$ cat src/rtl/stage_sequencer_pkg.sv
// Shared types and constants for the pipeline stage-enable sequencer.
// Optional performance counters are enabled by defining STAGE_SEQUENCER_PERF_EN.
package stage_sequencer_pkg;

    typedef enum logic [1:0] {
        ST_HOLD  = 2'd0,
        ST_RUN   = 2'd1,
        ST_FLUSH = 2'd2
    } seq_state_e;

    localparam logic STAGE_MODE_SEQUENTIAL = 1'b0;
    localparam logic STAGE_MODE_OVERLAPPED = 1'b1;

    localparam int DEFAULT_RAM_WE_STAGE = 4;
    localparam int DEFAULT_REG_WE_STAGE = 0;

    // HOLD leaves only once the hold counter is done; flush is honoured only in RUN.
    function automatic seq_state_e seq_next_state(
        input seq_state_e st,
        input logic       hold_done,
        input logic       flush
    );
        seq_state_e nxt;
        case (st)
            ST_HOLD:  nxt = hold_done ? ST_RUN : ST_HOLD;
            ST_RUN:   nxt = flush ? ST_FLUSH : ST_RUN;
            ST_FLUSH: nxt = ST_RUN;
            default:  nxt = ST_HOLD;
        endcase
        return nxt;
    endfunction

endpackage

$ cat src/rtl/stage_perf_counter.sv
// Free-running RUN-cycle and retired-slot counters, wrapping modulo 2^32.
// Instantiated by stage_sequencer only when STAGE_SEQUENCER_PERF_EN is defined.
module stage_perf_counter
    import stage_sequencer_pkg::*;
(
    input  logic        clk,
    input  logic        reset_n,
    input  logic        count_en,
    input  logic        retire_en,
    output logic [31:0] cycle_count,
    output logic [31:0] retire_count
);

    logic [31:0] cycle_count_q;
    logic [31:0] cycle_count_d;
    logic [31:0] retire_count_q;
    logic [31:0] retire_count_d;

    always_comb begin
        cycle_count_d  = cycle_count_q;
        retire_count_d = retire_count_q;
        if (count_en) begin
            cycle_count_d = cycle_count_q + 32'd1;
        end
        if (retire_en) begin
            retire_count_d = retire_count_q + 32'd1;
        end
    end

    always_ff @(posedge clk or negedge reset_n) begin
        if (!reset_n) begin
            cycle_count_q  <= '0;
            retire_count_q <= '0;
        end else begin
            cycle_count_q  <= cycle_count_d;
            retire_count_q <= retire_count_d;
        end
    end

    assign cycle_count  = cycle_count_q;
    assign retire_count = retire_count_q;

endmodule

$ cat src/rtl/stage_sequencer.sv
// Stage-enable controller: one-hot token walk (sequential) or all-stage advance (overlapped),
// with stall, flush and post-reset hold. Counters exist only with STAGE_SEQUENCER_PERF_EN.
module stage_sequencer
    import stage_sequencer_pkg::*;
#(
    parameter int NUM_STAGES        = 5,
    parameter int RAM_WE_STAGE      = DEFAULT_RAM_WE_STAGE,
    parameter int REG_WE_STAGE      = DEFAULT_REG_WE_STAGE,
    parameter int RESET_HOLD_CYCLES = 2
) (
    input  logic                  clk,
    input  logic                  reset_n,
    input  logic                  mode,
    input  logic                  stall_req,
    input  logic                  flush_req,
    output logic [NUM_STAGES-1:0] stage_write_enable,
    output logic                  ram_write_enable,
    output logic                  reg_write_enable,
    output logic                  pipeline_register_reset_n,
    output logic                  active_mode,
    output logic [31:0]           cycle_count,
    output logic [31:0]           retire_count
);

    localparam int HOLD_W = (RESET_HOLD_CYCLES > 1) ? $clog2(RESET_HOLD_CYCLES) : 1;
    localparam logic [HOLD_W-1:0]     HOLD_LAST   = HOLD_W'(RESET_HOLD_CYCLES - 1);
    localparam logic [NUM_STAGES-1:0] TOKEN_FIRST = NUM_STAGES'(1);

    seq_state_e            state_q;
    seq_state_e            state_d;
    logic [HOLD_W-1:0]     hold_cnt_q;
    logic [HOLD_W-1:0]     hold_cnt_d;
    logic [NUM_STAGES-1:0] token_q;
    logic [NUM_STAGES-1:0] token_d;
    logic                  active_mode_q;
    logic                  active_mode_d;
    logic [NUM_STAGES-1:0] stage_en_q;
    logic [NUM_STAGES-1:0] stage_en_d;
    logic                  ram_en_q;
    logic                  ram_en_d;
    logic                  reg_en_q;
    logic                  reg_en_d;
    logic                  prr_n_q;
    logic                  prr_n_d;
    logic                  run_go;

    always_comb begin
        run_go        = (state_q == ST_RUN) && !stall_req;
        hold_cnt_d    = hold_cnt_q;
        token_d       = token_q;
        active_mode_d = active_mode_q;
        state_d       = seq_next_state(state_q, hold_cnt_q == HOLD_LAST, flush_req);

        if ((state_q == ST_HOLD) && (state_d == ST_HOLD)) begin
            hold_cnt_d = hold_cnt_q + 1'b1;
        end

        // Mode only switches at an instruction boundary (token at stage 0).
        if (run_go && token_q[0]) begin
            active_mode_d = mode;
        end

        // Overlapped mode, or a switch in either direction, parks the token at stage 0.
        if (run_go) begin
            if ((active_mode_q == STAGE_MODE_SEQUENTIAL) && (active_mode_d == STAGE_MODE_SEQUENTIAL)) begin
                token_d = {token_q[NUM_STAGES-2:0], token_q[NUM_STAGES-1]};
            end else begin
                token_d = TOKEN_FIRST;
            end
        end

        if (state_d == ST_FLUSH) begin
            token_d = TOKEN_FIRST;
        end

        // Enables are registered from next-state so the outputs carry no input path except stall.
        prr_n_d    = (state_d == ST_RUN);
        stage_en_d = '0;
        ram_en_d   = 1'b0;
        reg_en_d   = 1'b0;
        if (state_d == ST_RUN) begin
            if (active_mode_d == STAGE_MODE_OVERLAPPED) begin
                stage_en_d = '1;
                ram_en_d   = 1'b1;
                reg_en_d   = 1'b1;
            end else begin
                stage_en_d = token_d;
                ram_en_d   = token_d[RAM_WE_STAGE];
                reg_en_d   = token_d[REG_WE_STAGE];
            end
        end
    end

    always_ff @(posedge clk or negedge reset_n) begin
        if (!reset_n) begin
            state_q       <= ST_HOLD;
            hold_cnt_q    <= '0;
            token_q       <= TOKEN_FIRST;
            active_mode_q <= STAGE_MODE_SEQUENTIAL;
            stage_en_q    <= '0;
            ram_en_q      <= 1'b0;
            reg_en_q      <= 1'b0;
            prr_n_q       <= 1'b0;
        end else begin
            state_q       <= state_d;
            hold_cnt_q    <= hold_cnt_d;
            token_q       <= token_d;
            active_mode_q <= active_mode_d;
            stage_en_q    <= stage_en_d;
            ram_en_q      <= ram_en_d;
            reg_en_q      <= reg_en_d;
            prr_n_q       <= prr_n_d;
        end
    end

    assign stage_write_enable        = stall_req ? '0 : stage_en_q;
    assign ram_write_enable          = ram_en_q && !stall_req;
    assign reg_write_enable          = reg_en_q && !stall_req;
    assign pipeline_register_reset_n = prr_n_q;
    assign active_mode               = active_mode_q;

`ifdef STAGE_SEQUENCER_PERF_EN
    logic count_en;
    logic retire_en;

    // A slot retires on the sequential wrap out of the last stage, or every overlapped cycle.
    assign count_en  = run_go;
    assign retire_en = run_go &&
                       ((active_mode_q == STAGE_MODE_OVERLAPPED) || token_q[NUM_STAGES-1]);

    stage_perf_counter u_perf (
        .clk          (clk),
        .reset_n      (reset_n),
        .count_en     (count_en),
        .retire_en    (retire_en),
        .cycle_count  (cycle_count),
        .retire_count (retire_count)
    );
`else
    assign cycle_count  = '0;
    assign retire_count = '0;
`endif

endmodule

$ cat config.mk
export PLATFORM = sky130hd
export DESIGN_NAME = stage_sequencer
export DESIGN_NICKNAME = d
export VERILOG_FILES = /design/src/rtl/stage_sequencer_pkg.sv /design/src/rtl/stage_perf_counter.sv /design/src/rtl/stage_sequencer.sv
export SDC_FILE = /design/constraint.sdc
export NUM_CORES = 1
export LEC_CHECK = 0
export ABC_AREA = 0
export BUFFER_PORTS_ARGS = -buffer_cell sky130_fd_sc_hd__buf_2
export CORE_ASPECT_RATIO = 0.8
export CORE_UTILIZATION = 30
export CTS_CLUSTER_SIZE = 25
export DETAILED_ROUTE_END_ITERATION = 10
export GPL_TIMING_DRIVEN = 0
export PLACE_DENSITY = 0.6
export SETUP_SLACK_MARGIN = 0.4
export SLEW_MARGIN = 30
export SYNTH_ARGS = -nofsm -noshare
export SYNTH_HDL_FRONTEND = slang
export SYNTH_SLANG_ARGS = --single-unit
$ cat constraint.sdc
create_clock -name clk -period 3.4 [get_ports clk]
set_clock_uncertainty 0.1 [all_clocks]
set_input_delay 0 -clock clk [delete_from_list [all_inputs] [get_ports clk]]
set_output_delay 0 -clock clk [all_outputs]
set_load 0.02 [all_outputs]
# [After elaboration in Yosys (flattened, before gate mapping)]
# Index checks and enable logic that the tools add are counted.
[totals] register_bits=17 elab_cells=38 output_inout_bits=73 inputBits=5
[op_classes] n_eq_ne=4 n_addsub=1 mux=14 bitwise=2 reduce_logical=9
[op_table] op="$mux W5" n=6
[op_table] op="$logic_and A1 B1 Y1" n=6
[op_table] op="$mux W1" n=6
[op_table] op="$pmux W2 S3" n=1
[op_table] op="$eq A2 B1 Y1 const B" n=2
[op_table] op="$eq A2 B2 Y1 const B" n=2
[op_table] op="$logic_not A2 Y1" n=2
[op_table] op="$mux W2" n=1
[op_table] op="$not A1 Y1" n=2
[op_table] op="$add A1 B1 Y1 const B" n=1
[op_table] op="$logic_not A1 Y1" n=1

# [Depth between registers and ports, before layout]
[depth] ltp_word=11 depth_mapped=4 mapped_depth_nobuf=4

# [Least setup slack after synthesis]
# No wires, ideal clock.
[synth_path] kind="reg2reg" start="register state_q[1]" end="register stage_en_q[2]" setup_slack_ns=1.806 synth_period_minus_slack_ns=1.594 t_arrival_ns=1.375 setup_ns=0.119 n_path_buf=0 stages_incl_launch_ff=5 path_cell_list="dfrtp_1 > nor3b_4 > mux2_1 > and3_1 > o21a_1"
[synth_between] elab_chain_len=11 word_cells_on_any_way=16
[synth_rtl] element="start, declared" line_no="stage_sequencer.sv:29" text="seq_state_e state_q;"
[synth_rtl] element="start signal, assigned" line_no="stage_sequencer.sv:105" text="state_q <= state_d;"
[synth_rtl] element="$eq A2 B1 Y1" line_no="stage_sequencer_pkg.sv:24, stage_sequencer.sv:48"
[synth_rtl] element="$logic_and A1 B1 Y1" line_no="stage_sequencer.sv:48" text="run_go = (state_q == ST_RUN) && !stall_req;"
[synth_rtl] element="$logic_and A1 B1 Y1" line_no="stage_sequencer.sv:59" text="if (run_go && token_q[0]) begin"
[synth_rtl] element="$mux W1" line_no="stage_sequencer.sv:59"
[synth_rtl] element="$not A1 Y1" line_no="stage_sequencer.sv:65" text="if ((active_mode_q == STAGE_MODE_SEQUENTIAL) && (active_mode_d == STAGE_MODE_SEQUENTIAL)) begin"
[synth_rtl] element="$logic_and A1 B1 Y1" line_no="stage_sequencer.sv:65"
[synth_rtl] element="$mux W5" line_no="stage_sequencer.sv:65"
[synth_rtl] element="$mux W5" line_no="stage_sequencer.sv:64" text="if (run_go) begin"
[synth_rtl] element="$mux W5 (*)" line_no="stage_sequencer.sv:72" text="if (state_d == ST_FLUSH) begin"
[synth_rtl] element="via token_d[2]" line_no="stage_sequencer.sv:34" text="logic [NUM_STAGES-1:0] token_d;"
[synth_rtl] element="$mux W5 (*)" line_no="stage_sequencer.sv:82" text="if (active_mode_d == STAGE_MODE_OVERLAPPED) begin"
[synth_rtl] element="$mux W5 (*)" line_no="stage_sequencer.sv:81" text="if (state_d == ST_RUN) begin"
[synth_rtl] element="via stage_en_d[2]" line_no="stage_sequencer.sv:38" text="logic [NUM_STAGES-1:0] stage_en_d;"
[synth_rtl] element="end signal, assigned" line_no="stage_sequencer.sv:109" text="stage_en_q <= stage_en_d;"
[synth_rtl] element="end, declared" line_no="stage_sequencer.sv:37" text="logic [NUM_STAGES-1:0] stage_en_q;"
# The timed path passes the listed nets; every way through them passes the cells marked *.
# A chain may end at the register's enable or synchronous reset.

# [Worst setup path in the final report]
[layout_path] start="register state_q[1]" end="register stage_en_q[4]"
[layout_between] elab_chain_len=11 word_cells_on_any_way=16
[layout_rtl] element="$eq A2 B1 Y1" line_no="stage_sequencer_pkg.sv:24, stage_sequencer.sv:48"
[layout_rtl] element="$logic_and A1 B1 Y1" line_no="stage_sequencer.sv:48"
[layout_rtl] element="$logic_and A1 B1 Y1" line_no="stage_sequencer.sv:59"
[layout_rtl] element="$mux W1" line_no="stage_sequencer.sv:59"
[layout_rtl] element="$not A1 Y1" line_no="stage_sequencer.sv:65"
[layout_rtl] element="$logic_and A1 B1 Y1" line_no="stage_sequencer.sv:65"
[layout_rtl] element="$mux W5" line_no="stage_sequencer.sv:65"
[layout_rtl] element="$mux W5" line_no="stage_sequencer.sv:64"
[layout_rtl] element="$mux W5 (*)" line_no="stage_sequencer.sv:72"
[layout_rtl] element="via token_d[4]" line_no="stage_sequencer.sv:34"
[layout_rtl] element="$mux W5 (*)" line_no="stage_sequencer.sv:82"
[layout_rtl] element="$mux W5 (*)" line_no="stage_sequencer.sv:81"
# Marks and branches as above.

==> impl_metrics.tcl <==
set metrics [dict create \
    status "complete, but fails checks" \
    violations "design-rule violations" \
    met2WireLength_um 883 \
    cts_sinks 15 \
    startpoint "state_q[1]" \
    path_max_fanout 6 \
    vias 747 \
    rsz0062_at_grt "no" \
    globalRouteTotalUtil_pct 8.403 \
    reg2reg_from "state_q[1]" \
    r2r_end "stage_en_q[4]" \
    post_cts_buffers 0 \
    p_leak_nw 0.9778 \
    avgSynthCellArea_um2 9.589 \
    synth_cell_types 24 \
    finalWirelength_mm 1.735 \
    ir_drop_mv 0.2314 \
    clk_pin_slew_ns 0.06 \
    drt_iter0_drc 13 \
    cts_buffer_depth 2 \
    synth_seq_cells 15 \
    min_period_ns 1.709 \
    synth_seq_area_share_pct 33.00 \
    drc 3 \
    place_area_um2 1495 \
    worst_slack_ns 1.691 \
    fin_nets 208 \
    post-route-period-util_pct 50.28 \
    postLayoutCoreUtil_pct 44.33 \
    port_buffers 13 \
    maxCapViolations 0 \
    ys_warn_count 0 \
    hpwl_mm 1.470 \
    cp-endpoint "stage_en_q[4]" \
    area_growth_pct 37.61 \
    final_max_slew_viol_count 0 \
    timing.setup.tns_ns 0 \
    die_w_um 70.96 \
    fmax_mhz 585.0 \
    crit_path_end_kind "register" \
    final_hold_viol_count 0 \
    initial_utilization_pct 32.21 \
    top_layer "met3" \
    syn_area_um2 1141 \
    clock_latency_ns 0.25 \
    hold_slack_ns 0.07981 \
    grt_pass1_vias 577 \
    rr_worst_depth 4 \
    cp.arrival_ns 1.74 \
    wl_per_cell_um 7.111 \
    syn_inst 119 \
    die_area_um2 4056 \
    drive_gt1_share_pct 42.08 \
    cp.required_ns 3.44 \
    dpl_worst_slack_ns 1.704 \
    n_antenna_cell 0 \
    grt_pass1_wl_mm 2.559 \
    ios 78 \
    h-tree-depth 1 \
    clock-root-buffer "clkbuf_8" \
    setup_viol 0 \
    hold_buffers 3 \
    grt_overflow_total 0 \
    crit_type "reg2reg" \
    routed_via_density 3.061 \
    cts_tree "built" \
    cp-start-kind "register" \
    ant_nets 0 \
    grt_max_degree 16 \
    antenna_found_initial 0 \
    cts_resized 0 \
    worst_hold_path_type "in2async" \
    cts_inserted_buffers 3 \
    gp_congestion 0.7917 \
    placementRows 19 \
    r2r_slack_ns 1.69 \
    die_h_um 57.16 \
    m1WireLength_um 705 \
    design.core.area_um2 3542 \
    powerDensity_nw_per_um2 429.8 \
    dr.pass1.iters 9 \
    wl_met3_um 145 \
    finalInstanceArea_um2 1570 \
]
power by group:
part	internal (mW)	switching, mW	leakage, nW
registers	0.223	0.0204	0.183
logic	0.120	0.168	0.772
clock network	0.0831	0.0603	0.0228
critical path, stage by stage, from the launching register on:
cell,delay (ns)
dfrtp_1,0.44
nor3b_4,0.34
mux2_1,0.34
and3_1,0.19
o21a_1,0.17
metrics by stage:
stage          power [mW]  std cells
2_1_floorplan      0.4775        182
3_3_place_gp       0.5291        237
3_5_place_dp       0.5326        237
4_1_cts            0.6796        244
5_1_grt            0.7180        244
6_report           0.6749        244
Yosys cell counts (all sizes together):
master | number | area share [%]
nor3b | 1 | 1.6
buf | 66 | 43
and2b | 5 | 3.3
and4bb | 1 | 1.1
dfstp | 1 | 2.3
nand2b | 1 | 0.55
o21a | 4 | 2.6
conb | 1 | 0.33
and2 | 2 | 1.1
nor2b | 2 | 1.1
nor2 | 1 | 0.33
and3 | 3 | 1.6
inv | 3 | 0.99
o21bai | 1 | 0.66
mux2 | 3 | 3.0
o21ai | 2 | 0.88
a31oi | 1 | 0.55
mux2i | 2 | 1.8
a21oi | 1 | 0.44
o31ai | 1 | 0.66
nand2 | 3 | 0.99
dfrtp | 14 | 31
logic make-up after synthesis:
logic type | count (synthesis) | synth area share [%]
other | 1 | 0.3286
buffers and inverters | 69 | 44.41
muxes | 5 | 4.715
DFF | 15 | 33.01
and+or+nand+nor | 19 | 11.73
AOI/OAI and AO/OA | 10 | 5.811
sequential cells by signal, summed over array words and instances (netlist names):
register	cells
stage_en_q	4
reg_en_q	1
active_mode	1
token_q	5
pipeline_register_reset_n	1
hold_cnt_q	1
state_q	2
layer usage:
layer / up-vias / GRT usage [%]
li1: 413 / -
met4: 0 / 2.571
met5: - / 0
met1: 303 / 9.834
met3: 0 / 3.887
met2: 31 / 13.87
worst min-delay path by stage:
stage,endpoint,slack [ns],start
after floorplan,active_mode,-0.40,reset_n
after global placement,stage_en_q[2],-0.18,reset_n
after detailed placement,stage_en_q[2],-0.18,reset_n
after CTS,stage_en_q[2],0.09,reset_n
after global routing,stage_en_q[1],0.14,reset_n
final,stage_en_q[2],0.08,reset_n
final cells by class:
type	instances	area (µm²)
Fill cell	362	1972
Buffer	66	495.5
Multi-Input combinational cell	98	494.2
Sequential cell	15	376.6
Timing Repair Buffer	16	95.09
Tap cell	42	52.55
Clock buffer	4	45.04
Inverter	3	11.26
cells in the final DEF, fill, tap and decap left out, drive strengths merged, types with 2 or more instances in the layout:
master       netlist  final
clkbuf             0      4
dlygate4sd3        0      3
and2               2      2
conb               1     64
nand2              3      3
and3               3      3
dfrtp             14     14
mux2i              2      2
nor2b              2      2
buf               66     79
inv                3      3
and2b              5      5
o21a               4      4
o21ai              2      2
mux2               3      3
Power figures use the tool's default switching activity.
